### src/rtl/memory_ram_arbiter.sv
// Shares one RAM port between instruction fetch (A) and load/store (B).
// B has fixed priority; a starvation counter forces an A grant after STARVE_LIM B wins.
module memory_ram_arbiter #(
  parameter int RD_LAT     = 1,
  parameter int STARVE_LIM = 4
) (
  input  logic        CLK,
  input  logic        RST_N,
  input  logic        i_A_REQ,
  input  logic [31:0] i_A_ADDR,
  output logic        o_A_GNT,
  output logic        o_A_DONE,
  output logic [31:0] o_A_RDATA,
  input  logic        i_B_REQ,
  input  logic        i_B_WR,
  input  logic [31:0] i_B_ADDR,
  input  logic [31:0] i_B_WDATA,
  output logic        o_B_GNT,
  output logic        o_B_DONE,
  output logic [31:0] o_B_RDATA,
  output logic        o_X_RAM_CE,
  output logic        o_X_RAM_RD,
  output logic        o_X_RAM_WR,
  output logic [31:0] o_X_RAM_ADDR,
  output logic [31:0] o_X_RAM_DATA_WR,
  input  logic [31:0] i_X_RAM_DATA_RD,
  output logic        o_BUSY
);

  typedef enum logic [1:0] {IDLE, ACCESS, WAIT, RESP} state_t;

  state_t     state;
  logic       owner_b;
  logic       lat_wr;
  logic [2:0] lat_cnt;
  logic [3:0] starve_cnt;

  // RAM strobes and address are registered at the IDLE->ACCESS edge straight from
  // the winning request, so they appear in the same cycle as the grant pulse.
  always_ff @(posedge CLK or negedge RST_N) begin
    if (!RST_N) begin
      state           <= IDLE;
      owner_b         <= 1'b0;
      lat_wr          <= 1'b0;
      lat_cnt         <= 3'd0;
      starve_cnt      <= 4'd0;
      o_A_GNT         <= 1'b0;
      o_A_DONE        <= 1'b0;
      o_A_RDATA       <= 32'd0;
      o_B_GNT         <= 1'b0;
      o_B_DONE        <= 1'b0;
      o_B_RDATA       <= 32'd0;
      o_X_RAM_CE      <= 1'b0;
      o_X_RAM_RD      <= 1'b0;
      o_X_RAM_WR      <= 1'b0;
      o_X_RAM_ADDR    <= 32'd0;
      o_X_RAM_DATA_WR <= 32'd0;
      o_BUSY          <= 1'b0;
    end else begin
      o_A_GNT         <= 1'b0;
      o_B_GNT         <= 1'b0;
      o_A_DONE        <= 1'b0;
      o_B_DONE        <= 1'b0;
      o_X_RAM_CE      <= 1'b0;
      o_X_RAM_RD      <= 1'b0;
      o_X_RAM_WR      <= 1'b0;
      o_X_RAM_ADDR    <= 32'd0;
      o_X_RAM_DATA_WR <= 32'd0;
      case (state)
        IDLE: begin
          if (i_B_REQ && (!i_A_REQ || starve_cnt < 4'(STARVE_LIM))) begin
            owner_b         <= 1'b1;
            lat_wr          <= i_B_WR;
            o_B_GNT         <= 1'b1;
            o_X_RAM_CE      <= 1'b1;
            o_X_RAM_RD      <= !i_B_WR;
            o_X_RAM_WR      <= i_B_WR;
            o_X_RAM_ADDR    <= i_B_ADDR;
            o_X_RAM_DATA_WR <= i_B_WDATA;
            o_BUSY          <= 1'b1;
            state           <= ACCESS;
            // B can only win over a waiting A below the limit, so this never overflows it
            starve_cnt      <= i_A_REQ ? starve_cnt + 4'd1 : 4'd0;
          end else if (i_A_REQ) begin
            owner_b      <= 1'b0;
            lat_wr       <= 1'b0;
            o_A_GNT      <= 1'b1;
            o_X_RAM_CE   <= 1'b1;
            o_X_RAM_RD   <= 1'b1;
            o_X_RAM_ADDR <= i_A_ADDR;
            o_BUSY       <= 1'b1;
            state        <= ACCESS;
            starve_cnt   <= 4'd0;
          end else begin
            starve_cnt <= 4'd0;
          end
        end
        ACCESS: begin
          if (lat_wr) begin
            o_A_DONE <= !owner_b;
            o_B_DONE <= owner_b;
            state    <= RESP;
          end else begin
            lat_cnt <= 3'(RD_LAT);
            state   <= WAIT;
          end
        end
        WAIT: begin
          lat_cnt <= lat_cnt - 3'd1;
          if (lat_cnt == 3'd1) begin
            if (owner_b) o_B_RDATA <= i_X_RAM_DATA_RD;
            else         o_A_RDATA <= i_X_RAM_DATA_RD;
            o_A_DONE <= !owner_b;
            o_B_DONE <= owner_b;
            state    <= RESP;
          end
        end
        RESP: begin
          o_BUSY <= 1'b0;
          state  <= IDLE;
        end
        default: state <= IDLE;
      endcase
    end
  end

endmodule

### config.mk
export PLATFORM = sky130hd
export DESIGN_NAME = memory_ram_arbiter
export DESIGN_NICKNAME = d
export VERILOG_FILES = /design/src/rtl/memory_ram_arbiter.sv
export SDC_FILE = /design/constraint.sdc
export NUM_CORES = 1
export LEC_CHECK = 0
export CORE_MARGIN = 2
export CORE_UTILIZATION = 41
export DETAILED_ROUTE_END_ITERATION = 7
export PLACE_DENSITY = 0.81
export SLEW_MARGIN = 10
export SYNTH_ARGS = -nofsm -noshare
export SYNTH_HDL_FRONTEND = slang
export SYNTH_SLANG_ARGS = --single-unit
### constraint.sdc
create_clock -name CLK -period 2.15 [get_ports CLK]
set_input_delay 0.215 -clock CLK [delete_from_list [all_inputs] [get_ports CLK]]
set_output_delay 0.215 -clock CLK [all_outputs]
set_load 0.02 [all_outputs]
# == Yosys cells after proc, flatten, opt, wreduce, memory -nomap -nowiden ==
# Index checks and enable logic that the tools add are counted.
# word_totals
ff_bits,147
input_bits,133
# classes
addsub,2
n_lt_le_gt_ge,1
eq_ne,7
muxes,37
bitwise_logic,1
n_reduce_logical,15
# op_table
cell,n
$mux W32,5
$mux W1,21
$mux W4,2
$pmux W2 S4,1
$reduce_and A2 Y1,4
$mux W2,3
$pmux W1 S2,3
$pmux W3 S2,1
$reduce_and A3 Y1,2
$reduce_bool A2 Y1,3
$add A4 B1 Y4 const B,1
$eq A2 B2 Y1 const B,2
$lt A4 B3 Y1 const B,1
$ne A2 B2 Y1 const B,2
$eq A3 B1 Y1 const B,1
$logic_not A1 Y1,3
$mux W3,1
$ne A3 B3 Y1 const B,1
$sub A3 B1 Y3 const B,1
$eq A2 B1 Y1 const B,1
$logic_not A2 Y1,1
$logic_and A1 B1 Y1,1
$logic_or A1 B1 Y1,1
$not A1 Y1,1

# == Logic depth before layout (Yosys ltp) ==
# depth
ltp_word,5
mapped_depth,7
mapped_depth_nobuf,5

# == Worst setup path before layout ==
# Ideal clock, no wire load.
# synth_timing
path_type,register -> register
start,register state[0]
end,register o_A_RDATA[0]
setup_time_ns,0.125
arrival_ns,1.662
required_ns,2.025
path_slack_ns,0.363
stages_incl_launch_ff,8
cell_sequence,dfrtp_1 inv_1 ha_1 and3b_1 and2_4 buf_6 buf_12 mux2_4
# synth_between
elab_chain_len,2
# synth_rtl
item,line,source
from (decl),32,state_t state;
from (signal assigned),42,state <= IDLE;
from (signal assigned),81,state <= ACCESS;
from (signal assigned),92,state <= ACCESS;
$eq A2 B2 Y1,69,case (state)
$reduce_and A3 Y1 (no source line),--,
to (signal assigned),112,else o_A_RDATA <= i_X_RAM_DATA_RD;
to (decl),13,"output logic [31:0] o_A_RDATA,"
# No other way between the ends.
# A chain may end at the register's enable or synchronous reset.

# == Worst setup path after layout ==
# layout_timing
start,register state[0]
end,register o_A_RDATA[18]
# The elaborated chain is that of the path after synthesis.

==> flow_summary_export.csv <==
group,metric,value,unit
logic_synthesis,synthesis.nets,499,
sta,setup_viol,0,
sta,final.setup_skew,0.00975,ns
logic_synthesis,synth.area.top_cells,"dfrtp_1 (66%), mux2_4 (8.1%), mux2_2 (6.1%), a22o_1 (5.2%), and2_1 (3.8%)",
floorplan,start_util,42.1,%
sta,setup_slack,0.287,ns
detailed_routing,vias,4049,
detailed_routing,drc,0,
logic_synthesis,synth_top_flop_cell,"dfrtp_1",
power_and_ir_drop,comb_power_share,44.7,%
floorplan,dieArea,14600,µm²
sta,rsz0062_at_grt,"no",
grt,grt_pass1_wl,23.7,mm
sta,slew_headroom,65.6,%
sta,setup_tns,0,ns
critical_path,worstPathRequired,2.43,ns
logic_synthesis,yosysTopAreaCellShare,66.0,%
detailed_routing,routed_wl,15.4,mm
detailed_routing,vias_per_cell,4.91,
clock_network,cts-root-buf,"clkbuf_16",
floorplan,num_rows,42,
grt,grt-ovfl-total,0,
critical_path,max_stage_delay,0.43,ns
sta,min_period_over_period,86.6,%
placed_design,dpl.hpwl,11.4,mm
logic_synthesis,postSynthCellCount,359,
job,maxCapViolCount,0,
detailed_routing,drt_pass1_iterations,4,
power_and_ir_drop,p_total,12.3,mW
finish,drive_above_1_share,15.6,%
finish,multi_input_area,1690,µm²
placed_design,io_buffers,268,
placed_design,gp_congestion,0.789,
finish,synthToLayoutAreaGrowth,60.8,%
critical_path,path_class,"reg -> reg",
clock_network,cts_max_level,4,
floorplan,pin_count,269,
power_and_ir_drop,ir_drop,0.000714,V
floorplan,core,13200,µm²
logic_synthesis,ys_warn_count,0,
logic_synthesis,synth_area_leader_cell,"dfrtp_1",
grt,grt_pass1_vias,4347,
logic_synthesis,synth.avg_cell_area,15.5,µm²
sta,fmax,537,MHz
sta,slew_viol_final,0,
detailed_routing,post_drt_wl_per_cell,18.7,µm
power_and_ir_drop,switchingPower,4.08,mW
logic_synthesis,synth_commonest_cells,"dfrtp_1 (147), and2_1 (34), a22o_1 (33)",
power_and_ir_drop,p_leak,3.99,nW
clock_network,cts_buffer_depth,2,
critical_path,r2r_slack,0.29,ns
sta,finalHoldViolCount,0,
critical_path,critical_path_arrival,2.15,ns
grt,grt_max_degree,56,
grt,grtUsageTotal,21.7,%
logic_synthesis,synth_edf_count,0,
finish,final_core_util,67.7,%
clock_network,cts_sinks,147,
min_path,hold_class,"in -> async",
logic_synthesis,post-synth-top-count-cell,"dfrtp_1",
clock_network,cts.reportedPaths.clkPinSlew,0.06,ns
finish,final-seq-area,3680,µm²
critical_path,cp_top_family,"simple AND/OR/NAND/NOR gates",
power_and_ir_drop,clock_power_share,21.0,%
placed_design,post-place-ws,0.257,ns
clock_network,cts_buffers,17,
detailed_routing,postRouteAntennaNets,0,
critical_path,cp.buffers_inverters,2,
sta,timing.hold.ws,0.320,ns
grt,antenna_found_initial,1,
logic_synthesis,synthesis.area,5580,µm²
run_status,status,"finished, final reports clean",
finish,nNetsFinal,778,
critical_path,path_cells,"inv_1 -> ha_1 -> and3b_1 -> and2_4 -> buf_12 -> mux2_4",
power_and_ir_drop,seqPwrFrac,34.4,%
detailed_routing,drt_first_iter_violations,240,
sta,tightest_slew,0.515,ns
floorplan,fp.dieW,121,µm
critical_path,slowest_stage,"dfrtp_1",
power_and_ir_drop,powerDensity,1380,nW/µm²
floorplan,dieHeight,121,µm
critical_path,cp_max_fo,20,
logic_synthesis,async_flop_share,100,%
finish,n_fill_cell,962,
power_and_ir_drop,p_sw_share,33.0,%
clock_network,worstSkewPairLatency,0.41,ns
sta,fin_crit,1.86,ns
critical_path,crit_path_start_kind,"register",
critical_path,end_kind,"register",
logic_synthesis,ys_seq_area_share,66.0,%
logic_synthesis,ys_types,35,
clock_network,cts_tree,"done",
power_and_ir_drop,intPower,8.27,mW
logic_synthesis,ys_seq_elements,147,
cells in the final DEF, fill, tap and decap left out, types with 2 or more instances in the layout:
cell | Yosys | layout
a22o_1 | 33 | 33
and2_1 | 34 | 34
buf_12 | 3 | 4
buf_4 | 0 | 6
clkbuf_1 | 6 | 4
clkbuf_16 | 0 | 17
clkbuf_8 | 0 | 3
clkdlybuf4s50_1 | 0 | 267
clkinv_2 | 0 | 3
clkinvlp_4 | 0 | 2
dfrtp_1 | 147 | 147
ha_1 | 7 | 7
inv_1 | 13 | 13
mux2_1 | 5 | 5
mux2_2 | 30 | 30
mux2_4 | 30 | 30
nand2_1 | 5 | 5
nand2b_1 | 3 | 3
nand3_1 | 2 | 2
nor2_1 | 4 | 3
nor2b_1 | 2 | 2
o21ai_0 | 5 | 5
o22ai_1 | 3 | 3
or3_1 | 2 | 2
timing repair:
action / in CTS / in global routing
hold endpoints to repair: 52 / 0
gates resized for setup: 0 / 0
buffers inserted: 0 / 0
hold buffers: 1 / 0
final timing paths:
path	startpoint	depth (start not counted)	end
max	state[0]	6	o_A_RDATA[18]
min in group CLK	i_B_WDATA[9]	2	o_X_RAM_DATA_WR[9]
min reg2reg	o_B_RDATA[14]	1	o_B_RDATA[14]
min	RST_N	2	o_X_RAM_ADDR[3]
max in group asynchronous	RST_N	3	o_B_RDATA[15]
max reg2reg	state[0]	6	o_A_RDATA[18]
state kept, by name (all words and copies together) (netlist names), 2 cells and up:
| signal | count |
|---|---|
| o_B_RDATA | 32 |
| lat_cnt | 3 |
| o_A_RDATA | 32 |
| starve_cnt | 4 |
| o_X_RAM_ADDR | 32 |
| o_X_RAM_DATA_WR | 32 |
| state | 2 |
worst register-to-register path: cells and delay by family (launching register included):
| family | cells | cell delay [ns] |
|---|---|---|
| flip-flops | 1 | 0.43 |
| multiplexers | 1 | 0.33 |
| adder cells (fa/ha/maj) | 1 | 0.16 |
| buffers and inverters | 2 | 0.34 |
| AND/OR/NAND/NOR | 2 | 0.49 |
area by class of cell:
class | instances | area share (%)
antenna | 1 | 0.0279
multi-input combinational | 180 | 18.8
timing repair buffer | 279 | 31.4
inverter | 13 | 0.544
clock buffer | 24 | 5.37
sequential | 147 | 41.0
tap | 176 | 2.46
clock inverter | 5 | 0.335
cells by family after synthesis:
group	count (synthesis)	share of synthesized area, %
flops	147	66.0
mux	66	15.3
compound gates	49	7.13
buf+inv	32	3.81
fa+ha+maj	7	1.57
simple gates	58	6.19
power by group through the flow:
| stage | sequential, mW | clock (mW) | combinational [mW] |
|---|---|---|---|
| 5_1_grt | 4.36 | 2.76 | 5.83 |
| 3_3_place_gp | 4.23 | 0 | 5.39 |
| 3_5_place_dp | 4.28 | 0 | 5.53 |
| 4_1_cts | 4.25 | 2.64 | 5.57 |
| 2_1_floorplan | 5.29 | 0 | 1.99 |
| 6_report | 4.24 | 2.59 | 5.51 |
layer usage:
layer,track usage [%],part of all wire [%]
met2,37.8,54
met1,25.5,37
met5,0,0
met4,8.79,2.0
met3,5.80,6.8
stage by stage:
step | instance area (µm²) | cells
after detailed placement | 8450 | 794
after CTS | 8970 | 824
after global routing | 8970 | 825
after floorplan | 5580 | 359
final | 8970 | 825
after global placement | 8450 | 794
(Power assumes the default switching activity.)
==> RTL edit, RTL diff (config.mk and constraints unchanged) <==
Make the reset (`RST_N`) synchronous in one clocked block.
--- a/src/rtl/memory_ram_arbiter.sv
+++ b/src/rtl/memory_ram_arbiter.sv
@@ -37,7 +37,7 @@
 
   // RAM strobes and address are registered at the IDLE->ACCESS edge straight from
   // the winning request, so they appear in the same cycle as the grant pulse.
-  always_ff @(posedge CLK or negedge RST_N) begin
+  always_ff @(posedge CLK) begin
     if (!RST_N) begin
       state           <= IDLE;
       owner_b         <= 1'b0;
Behaviour: differs if RST_N is asserted again (counterexample within 4 cycles, from zero or initial values and one cycle with RST_N low); with RST_N held inactive, the same outputs for 4 cycles.
==> RTL edit against the unedited design <==
- count of clock-buffer cells in the layout shrank 1
- cell count grew 12%
- first-iteration DRC count grew 21%
- core utilization grew 2.4 points
- synthesized area shrank 9.9%
- critical endpoint is now o_B_RDATA[13]$_SDFFE_PN0P_
- sequential cell count is the same
- worst setup slack gained 2.6 ps
- cell area shrank 6.1%
- critical path type unchanged
- routed wire length shrank 1.9%
Power is not compared: it rests on default switching activity, and its combinational part moved more than twofold at a synthesized area within 25%.
==> RTL edit: results (changes against the unedited design) <==
WHS Endpoint -> starve_cnt[0]$_SDFFE_PN0N_
Hold WS -> 142 ps (was 320 ps)
Top cells by count, synth -> dfxtp_1 (147), nand2_1 (70), nand3_1 (66) (was dfrtp_1 (147), and2_1 (34), a22o_1 (33))
PortBufs -> 268 (unchanged)
Placed cell area -> 7770 um^2 (was 8450 um^2)
FILL cells -> 867 (was 962)
Wirelength per Cell -> 16.4 um (was 18.7 um)
Largest vdd supply drop -> 0.000455 V
Mapped Nets -> 660 (was 499)
Nets@finish -> 906 (was 778)
Comb_multi_in -> 319 (was 180)
Layout Skew -> 5.00 ps (was 9.75 ps)
Synth area leaders -> dfxtp_1 (59%), nand3_1 (6.6%), o21ai_0 (6.5%) (was dfrtp_1 (66%), mux2_4 (8.1%), mux2_2 (6.1%))
Status -> finished clean (unchanged)
HPWL after DPL -> 10700 um (was 11400 um)
Crit path DAT -> 2210 ps (was 2150 ps)
First-pass GRT wire length -> 22500 um (was 23700 um)
Crit Path Max Fanout -> 56 (was 20)
PwrDens -> 977 nW/um^2
Clock-cell share -> 7.76% (was 5.71%)
Diodes inserted -> 0 (was 1)
Cells on worst reg2reg path -> 6 (unchanged)
Placer Congestion -> 0.791 (was 0.789)
Register area share after synthesis -> 58.6% (was 66.0%)
Inverters, non-clock -> 8 (was 13)
Rel. slew slack -> 67.1% (was 65.6%)
Buffering overhead -> 32.8% (was 31.4%)
CTS Root Cell -> clkbuf_16 (unchanged)
DRT iter0 DRCs -> 291 (was 240)
Dominant synthesized flop cell -> dfxtp_1 (was dfrtp_1)
Number of buffers created by CTS -> 17 (unchanged)
Clk_lat worst skew -> 420 ps
Initial antenna violation count -> 0 (was 1)
Placement Setup Slack -> 206 ps (was 257 ps)
Non-CTS buffers -> 272 (was 279)
Vias in the first global route -> 4443 (was 4347)
Synth Area per Inst -> 9.68 um^2 (was 15.5 um^2)
Core ar. -> 12000 um^2 (was 13200 um^2)
Reg2Reg Capture Point -> o_B_RDATA[13]$_SDFFE_PN0P_ (was o_A_RDATA[18]$_DFFE_PN0P_)
CTS clk-pin slew, worst paths -> 60 ps (about the same)
Synth Warn # -> 0 (unchanged)
Ratio of cells with drive above 1 in the final layout -> 5.40% (was 15.6%)
Worst setup startpoint -> state[0]$_SDFFE_PN0P_ (was state[0]$_DFFE_PN0P_)
Worst Hold Depth -> 2
Min-Delay Path Class -> in -> reg (was in -> async)
Drt first pass iters -> 6 (was 4)
Fin crit share -> 86.5% (was 86.6%)
Post-CTS setup buffers -> 0 (unchanged)
Final Non-Filler Cells -> 925 (was 825)
GRT Overall Usage -> 22.3% (was 21.7%)
Via count -> 4624 (was 4049)
Pin count of the biggest net entering global routing -> 129 (was 56)
Total placed cells including tap cells -> 893 (was 794)
Asr flop ratio synth -> 0% (was 100%)
Unique masters post-synth -> 41 (was 35)
Clock sink total -> 147 (unchanged)
Storage element area -> 2940 um^2 (was 3680 um^2)
CLK BUF -> 23 (was 24)
Multi-input logic portion of the cell area -> 22.0% (was 18.8%)
## RTL edit: kinds of logic after synthesis
family          Yosys count  synth area share (%)
buf+inv                  53                  4.78
fa+ha+maj                 8                  1.99
simple gates            192                  19.1
flops                   147                  58.6
mux                       2                 0.423
compound gates          117                  15.1
## RTL edit: report_power, final
| part | leakage [nW] | internal [W] | switching (W) |
|---|---|---|---|
| logic | 1.67 | 0.000928 | 0.000889 |
| registers | 1.19 | 0.00302 | 0.000136 |
| clock network | 0.313 | 0.00215 | 0.00110 |
## RTL edit: routing by layer
layer / track usage, % / vias to the layer above / wire [um]
met5: 0 / - / 0
met4: 9.32 / 0 / 429
met3: 13.0 / 32 / 1750
met2: 37.5 / 197 / 7310
met1: 22.7 / 2130 / 5650
li1: - / 2265 / -
## RTL edit: critical path, cell delays in order (launching register included)
cell and delay (ps):
dfxtp_1 350, inv_1 120, ha_1 390, and4b_2 430, buf_12 250, nand3_1 110, o21ai_0 100
